<file path="src/rtl/fpu_pkg.sv">
// Shared definitions for the FPU result collection path.
//   - Opcode constants: the highest implemented opcode is the op-8 halving unit.
//   - QNAN: the canonical quiet NaN substituted for results of unknown opcodes.
//   - Flag bit positions inside the 3-bit exception vector.
//   - pack_flags(): assembles {invalid_op, overflow, underflow} using those positions.
package fpu_pkg;

  localparam logic [3:0]  OP_RSHIFT = 4'd8;
  localparam logic [3:0]  OP_MAX    = OP_RSHIFT;   // highest implemented opcode
  localparam logic [31:0] QNAN      = 32'h7FC0_0000;

  localparam int FLG_UNF = 0;
  localparam int FLG_OVF = 1;
  localparam int FLG_INV = 2;
  localparam int FLG_W   = 3;

  function automatic logic [FLG_W-1:0] pack_flags(input logic inv,
                                                  input logic ovf,
                                                  input logic unf);
    logic [FLG_W-1:0] f;
    f          = 3'b000;
    f[FLG_INV] = inv;
    f[FLG_OVF] = ovf;
    f[FLG_UNF] = unf;
    return f;
  endfunction

endpackage

</file>
<file path="src/rtl/fpu_res_fifo.sv">
// Generic synchronous FIFO with a registered head entry.
//   The head word (rd_data) always comes straight from a register, so there is no
//   combinational path from wr_data to rd_data; an entry written into an empty FIFO
//   appears on rd_data one cycle later. Writes are refused while full; reads are
//   ignored while empty. Simultaneous read+write keeps the count unchanged.
// Ports:
//   clk, rst       clock, synchronous active-high reset
//   wr_en, wr_data write request and data (accepted only when !full)
//   full           count == DEPTH
//   rd_en          consumer takes the head entry (effective only when rd_valid)
//   rd_data        registered head entry
//   rd_valid       registered, count != 0
module fpu_res_fifo #(
  parameter int W     = 8,
  parameter int DEPTH = 2
) (
  input  logic         clk,
  input  logic         rst,
  input  logic         wr_en,
  input  logic [W-1:0] wr_data,
  output logic         full,
  input  logic         rd_en,
  output logic [W-1:0] rd_data,
  output logic         rd_valid
);

  localparam int PW = $clog2(DEPTH);
  localparam int CW = PW + 1;
  localparam logic [PW-1:0] PTR_ONE  = PW'(1);
  localparam logic [CW-1:0] CNT_ZERO = CW'(0);
  localparam logic [CW-1:0] CNT_ONE  = CW'(1);
  localparam logic [CW-1:0] CNT_FULL = CW'(DEPTH);

  logic [W-1:0]  mem_r [DEPTH];
  logic [PW-1:0] wr_ptr_r, rd_ptr_r, wr_ptr_nxt_s, rd_ptr_nxt_s;
  logic [CW-1:0] count_r, count_nxt_s;
  logic [W-1:0]  head_r, head_nxt_s;
  logic          valid_r;
  logic          push_s, pop_s;

  assign full     = (count_r == CNT_FULL);
  assign push_s   = wr_en && !full;
  assign pop_s    = rd_en && valid_r;
  assign rd_data  = head_r;
  assign rd_valid = valid_r;

  // Next pointer/count values and the next head word.
  always_comb begin
    wr_ptr_nxt_s = wr_ptr_r;
    rd_ptr_nxt_s = rd_ptr_r;
    count_nxt_s  = count_r;
    head_nxt_s   = head_r;

    if (push_s) begin
      wr_ptr_nxt_s = wr_ptr_r + PTR_ONE;
    end else begin
      wr_ptr_nxt_s = wr_ptr_r;
    end

    if (pop_s) begin
      rd_ptr_nxt_s = rd_ptr_r + PTR_ONE;
    end else begin
      rd_ptr_nxt_s = rd_ptr_r;
    end

    case ({push_s, pop_s})
      2'b10:   count_nxt_s = count_r + CNT_ONE;
      2'b01:   count_nxt_s = count_r - CNT_ONE;
      default: count_nxt_s = count_r;
    endcase

    // The incoming word becomes the head when nothing older survives this edge;
    // otherwise the head is whichever stored entry the read pointer lands on.
    if (push_s && (count_r == (pop_s ? CNT_ONE : CNT_ZERO))) begin
      head_nxt_s = wr_data;
    end else if (count_nxt_s != CNT_ZERO) begin
      head_nxt_s = mem_r[rd_ptr_nxt_s];
    end else begin
      head_nxt_s = head_r;
    end
  end

  // Control state and registered head; reset discards every buffered entry.
  always_ff @(posedge clk) begin
    if (rst) begin
      wr_ptr_r <= '0;
      rd_ptr_r <= '0;
      count_r  <= '0;
      head_r   <= '0;
      valid_r  <= 1'b0;
    end else begin
      wr_ptr_r <= wr_ptr_nxt_s;
      rd_ptr_r <= rd_ptr_nxt_s;
      count_r  <= count_nxt_s;
      head_r   <= head_nxt_s;
      valid_r  <= (count_nxt_s != CNT_ZERO);
    end
  end

  // Storage array; contents are only meaningful below count, so no reset needed.
  always_ff @(posedge clk) begin
    if (push_s) begin
      mem_r[wr_ptr_r] <= wr_data;
    end
  end

endmodule

</file>
<file path="src/rtl/fpu_result_stage.sv">
// Collection stage behind the single-cycle FPU op units.
//   Checks the opcode, packs result + exception flags into one entry, buffers it in
//   fpu_res_fifo and presents the head to writeback with valid/ready. Sticky
//   exception flags OR-accumulate every pushed entry until flag_clr.
// Ports:
//   clk, rst                     clock, synchronous active-high reset
//   in_valid/in_ready            producer handshake (in_ready low while full or rst)
//   in_op, in_result             opcode and selected unit result
//   in_underflow, in_overflow    unit exception flags
//   out_valid/out_ready          consumer handshake
//   out_op, out_result, out_flags  head entry, flags = {invalid_op, overflow, underflow}
//   flag_clr, sticky_flags       clear / read accumulated flags
module fpu_result_stage
  import fpu_pkg::*;
#(
  parameter int WIDTH = 32,
  parameter int OP_W  = 4,
  parameter int DEPTH = 2
) (
  input  logic             clk,
  input  logic             rst,
  input  logic             in_valid,
  output logic             in_ready,
  input  logic [OP_W-1:0]  in_op,
  input  logic [WIDTH-1:0] in_result,
  input  logic             in_underflow,
  input  logic             in_overflow,
  output logic             out_valid,
  input  logic             out_ready,
  output logic [OP_W-1:0]  out_op,
  output logic [WIDTH-1:0] out_result,
  output logic [FLG_W-1:0] out_flags,
  input  logic             flag_clr,
  output logic [FLG_W-1:0] sticky_flags
);

  localparam int EW = OP_W + WIDTH + FLG_W;

  logic             invalid_s;
  logic [WIDTH-1:0] res_s;
  logic [FLG_W-1:0] flags_s;
  logic [EW-1:0]    entry_s;
  logic [EW-1:0]    head_s;
  logic             full_s;
  logic             push_s;
  logic [FLG_W-1:0] sticky_r;

  // Opcode check: unknown opcodes store a quiet NaN and only the invalid flag.
  always_comb begin
    invalid_s = (in_op > OP_W'(OP_MAX));
    res_s     = in_result;
    flags_s   = 3'b000;
    if (invalid_s) begin
      res_s   = WIDTH'(QNAN);
      flags_s = pack_flags(1'b1, 1'b0, 1'b0);
    end else begin
      res_s   = in_result;
      flags_s = pack_flags(1'b0, in_overflow, in_underflow);
    end
  end

  assign entry_s  = {in_op, res_s, flags_s};
  assign in_ready = !full_s && !rst;
  assign push_s   = in_valid && in_ready;

  fpu_res_fifo #(
    .W     (EW),
    .DEPTH (DEPTH)
  ) u_fifo (
    .clk      (clk),
    .rst      (rst),
    .wr_en    (push_s),
    .wr_data  (entry_s),
    .full     (full_s),
    .rd_en    (out_ready),
    .rd_data  (head_s),
    .rd_valid (out_valid)
  );

  assign {out_op, out_result, out_flags} = head_s;

  // Sticky flags: a flag raised by a same-cycle push survives flag_clr.
  always_ff @(posedge clk) begin
    if (rst) begin
      sticky_r <= 3'b000;
    end else if (push_s) begin
      sticky_r <= (flag_clr ? 3'b000 : sticky_r) | flags_s;
    end else if (flag_clr) begin
      sticky_r <= 3'b000;
    end else begin
      sticky_r <= sticky_r;
    end
  end

  assign sticky_flags = sticky_r;

endmodule

</file>
<file path="config.mk">
export PLATFORM = sky130hd
export DESIGN_NAME = fpu_result_stage
export DESIGN_NICKNAME = d
export VERILOG_FILES = /design/src/rtl/fpu_pkg.sv /design/src/rtl/fpu_res_fifo.sv /design/src/rtl/fpu_result_stage.sv
export SDC_FILE = /design/constraint.sdc
export NUM_CORES = 1
export LEC_CHECK = 0
export CORE_AREA = 8 8 141 143
export CTS_CLUSTER_DIAMETER = 200
export DETAILED_ROUTE_END_ITERATION = 10
export DIE_AREA = 0 0 149 151
export HOLD_SLACK_MARGIN = 0.05
export PLACE_DENSITY = 0.61
export SLEW_MARGIN = 20
export SYNTH_ARGS = -nofsm -noshare
export SYNTH_HDL_FRONTEND = slang
export SYNTH_SLANG_ARGS = --single-unit
</file>
<file path="constraint.sdc">
create_clock -name clk -period 4.5 [get_ports clk]
set_input_delay 1.125 -clock clk [delete_from_list [all_inputs] [get_ports clk]]
set_output_delay 1.125 -clock clk [all_outputs]
set_load 0.01 [all_outputs]
</file>
==> impl_metrics.ini <==
[timing]
setup_violations = 0
relSlewSlack = 0.392
finalCritPeriodShare = 0.781
final.setup.tns_ns = 0
clock.fmax_ghz = 0.285
rsz0062_at_grt = false
maxSlewViolCount = 0
hold_violations = 0
whs_ns = 0.530
layout_min_cycle_time_ns = 3.51
tightestPinTransition_ns = 0.909
skew_ns = 0.00858

[synth]
syn_avg_cell_area_um2 = 12.2
syn-num-nets = 470
seq_area_frac_synth = 0.632
synthArstFlopShare = 0
synth_top_flop_cell = edfxtp_1
synth-edff-count = 78
synth_cell_types = 36
netlist_area_mm2 = 0.00519
synth_top_area_share = 0.451
synth.most_common_cell = edfxtp_1
ys_top_cells_by_count = edfxtp_1 (78), dfxtp_1 (47), nor2_1 (45)
synthTopCellsByArea = edfxtp_1 (45%), dfxtp_1 (18%), a211oi_1 (5.6%)
syn_inst = 426
yosysWarnings = 0
yosys.area.top_type = edfxtp_1
ys_ff_latch = 125

[cells_and_area]
layout.nets = 551
diodes = 0
multi_input_area_mm2 = 0.00159
ff_latch_area_mm2 = 0.00328
syn_to_final_growth_pct = 32.4
drive_gt1_frac = 0.137
final.fill_count = 1704

[grt]
grt_usage = 0.120
overflow = 0
grt_start_max_net_pins = 41
grt_pass1_vias = 3886
grt_pass1_wl_um = 20900
antenna_found_initial = 0

[clocking]
htreeDepth = 4
cts_buffers = 17
clock_latency_ns = 0.41
cts_sinks = 125
holdBufCountCts = 0
cts_resized = 0
cts_tree = done
cts_buffer_depth = 2
postCtsSetupBuffers = 0
ctsRootBufferMaster = clkbuf_16
path_clk_slew_ns = 0.06

[floorplan]
start_util = 0.294
fp.dieW_um = 149
die_y_um = 151
die_area_mm2 = 0.0225
core_mm2 = 0.0177
rows = 49
pin_count = 87

[setup_path]
cp.required_ns = 3.38
cp.arrival_ns = 2.39
r2r-start = u_fifo.count_r[0]
path_class = in2out
cp-start-kind = input port
worstRegToRegCells = 9
end_kind = output pin
reg2reg_slack_ns = 1.67
cp_max_fo = 11
timing.rr.end = u_fifo.rd_data[32]

[placement]
globalplace.congestion = 0.691
dpl.hpwl_um = 8210
io_buffer_count = 86

[route]
drt_iter0_drc = 187
wl_per_cell_um = 17.8
firstDrtPassIters = 6
drt.antenna.violating_nets = 0
wirelength_um = 13300
dr_total_vias = 3623
viasPerCell = 4.84
drc = 0

[worst_hold_path]
holdPathEnd = sticky_flags[0]
hp-class = reg2reg
min-delay-start = sticky_flags[0]
min_delay_path_depth = 2

[pwr]
switching_share = 0.334
combPwrFrac = 0.345
p_sw_mw = 1.53
p_leak_nw = 2.59
pwr-share-clk = 0.307
power.internal_mw = 3.04
pwr-share-seq = 0.348
powerDensity_mw_per_mm2 = 665
vdd_ir_drop_max_v = 0.000316

[job]
drv_cap = 0

[run_status]
outcome = finished, final reports clean
==> critical path, cell delays in order <==
cell and delay, ns:
clkdlybuf4s50_1 0.43, buf_4 0.19, nor2_1 0.10, clkdlybuf4s50_1 0.54
==> power groups by stage <==
stage                     combinational (mW)  sequential, mW  clock (mW)
after floorplan                        0.936            1.66           0
after global placement                  1.56            1.61           0
after detailed placement                1.60            1.61           0
after CTS                               1.61            1.59        1.43
after global routing                    1.72            1.61        1.48
final                                   1.58            1.59        1.40
==> through the flow <==
step | instances | utilization | power [mW] | setup slack [ns] | area (um^2)
floorplan | 426 | - | 2.60 | 0.662 | 5190
global placement | 717 | 0.354 | 3.16 | 0.756 | 6260
detailed placement | 717 | 0.354 | 3.21 | 0.613 | 6260
CTS | 749 | 0.389 | 4.63 | 0.970 | 6870
global route | 749 | 0.389 | 4.82 | 0.831 | 6870
finish | 749 | 0.389 | 4.57 | 0.986 | 6870
==> state kept, by name (all words and copies together), names as in the netlist <==
| signal | flops |
|---|---|
| u_fifo.rd_data | 39 |
| u_fifo.mem_r | 78 |
| u_fifo.rd_ptr_r | 1 |
| u_fifo.count_r | 2 |
| u_fifo.wr_ptr_r | 1 |
| u_fifo.rd_valid | 1 |
| sticky_flags | 3 |
==> cell type report <==
class | count | area share
Tap cell | 229 | 0.0417
Multi-Input combinational cell | 225 | 0.232
Clock inverter | 15 | 0.0268
Inverter | 43 | 0.0235
Timing Repair Buffer | 95 | 0.137
Clock buffer | 17 | 0.0619
Sequential cell | 125 | 0.478
==> logic make-up (layout without fill, tap and decap cells) <==
logic type	Yosys count	in the layout	share of synthesized area
xor+xnor	4	4	0.00675
simple gates	132	132	0.141
compound gates	88	88	0.151
fa+ha+maj	1	1	0.00241
buf+inv	76	170	0.0663
flops	125	125	0.632
==> layer usage <==
metal	track usage	routed length, um	vias to the layer above
met5	0	0	-
met4	0.0454	197	0
met3	0.0400	739	12
met2	0.201	6580	95
met1	0.142	5820	1786
li1	-	-	1730
==> worst max-delay path by stage <==
stage | startpoint | endpoint | slack (ns) | cells past startpoint
floorplan | rst | u_fifo.mem_r[0][0] | 0.66 | 4
global placement | in_valid | u_fifo.rd_data[37] | 0.76 | 9
detailed placement | in_valid | u_fifo.rd_data[32] | 0.61 | 9
CTS | rst | in_ready | 0.97 | 4
global route | in_valid | u_fifo.rd_data[23] | 0.83 | 9
finish | rst | in_ready | 0.99 | 4
==> layout by cell type, fill, tap and decap left out, types with 3 or more instances in the layout <==
master	synthesis	final
clkdlybuf4s50_1	0	86
edfxtp_1	78	78
dfxtp_1	47	47
nor2_1	45	44
inv_1	43	43
and3_1	39	39
a211oi_1	39	39
o32ai_1	29	29
nand2_1	26	25
clkbuf_16	0	17
nor2_4	10	11
o32ai_2	10	10
buf_4	1	8
inv_6	0	6
xnor2_1	3	3
a22oi_1	3	3
bufinv_16	0	3
Power figures use the tool's default switching activity.
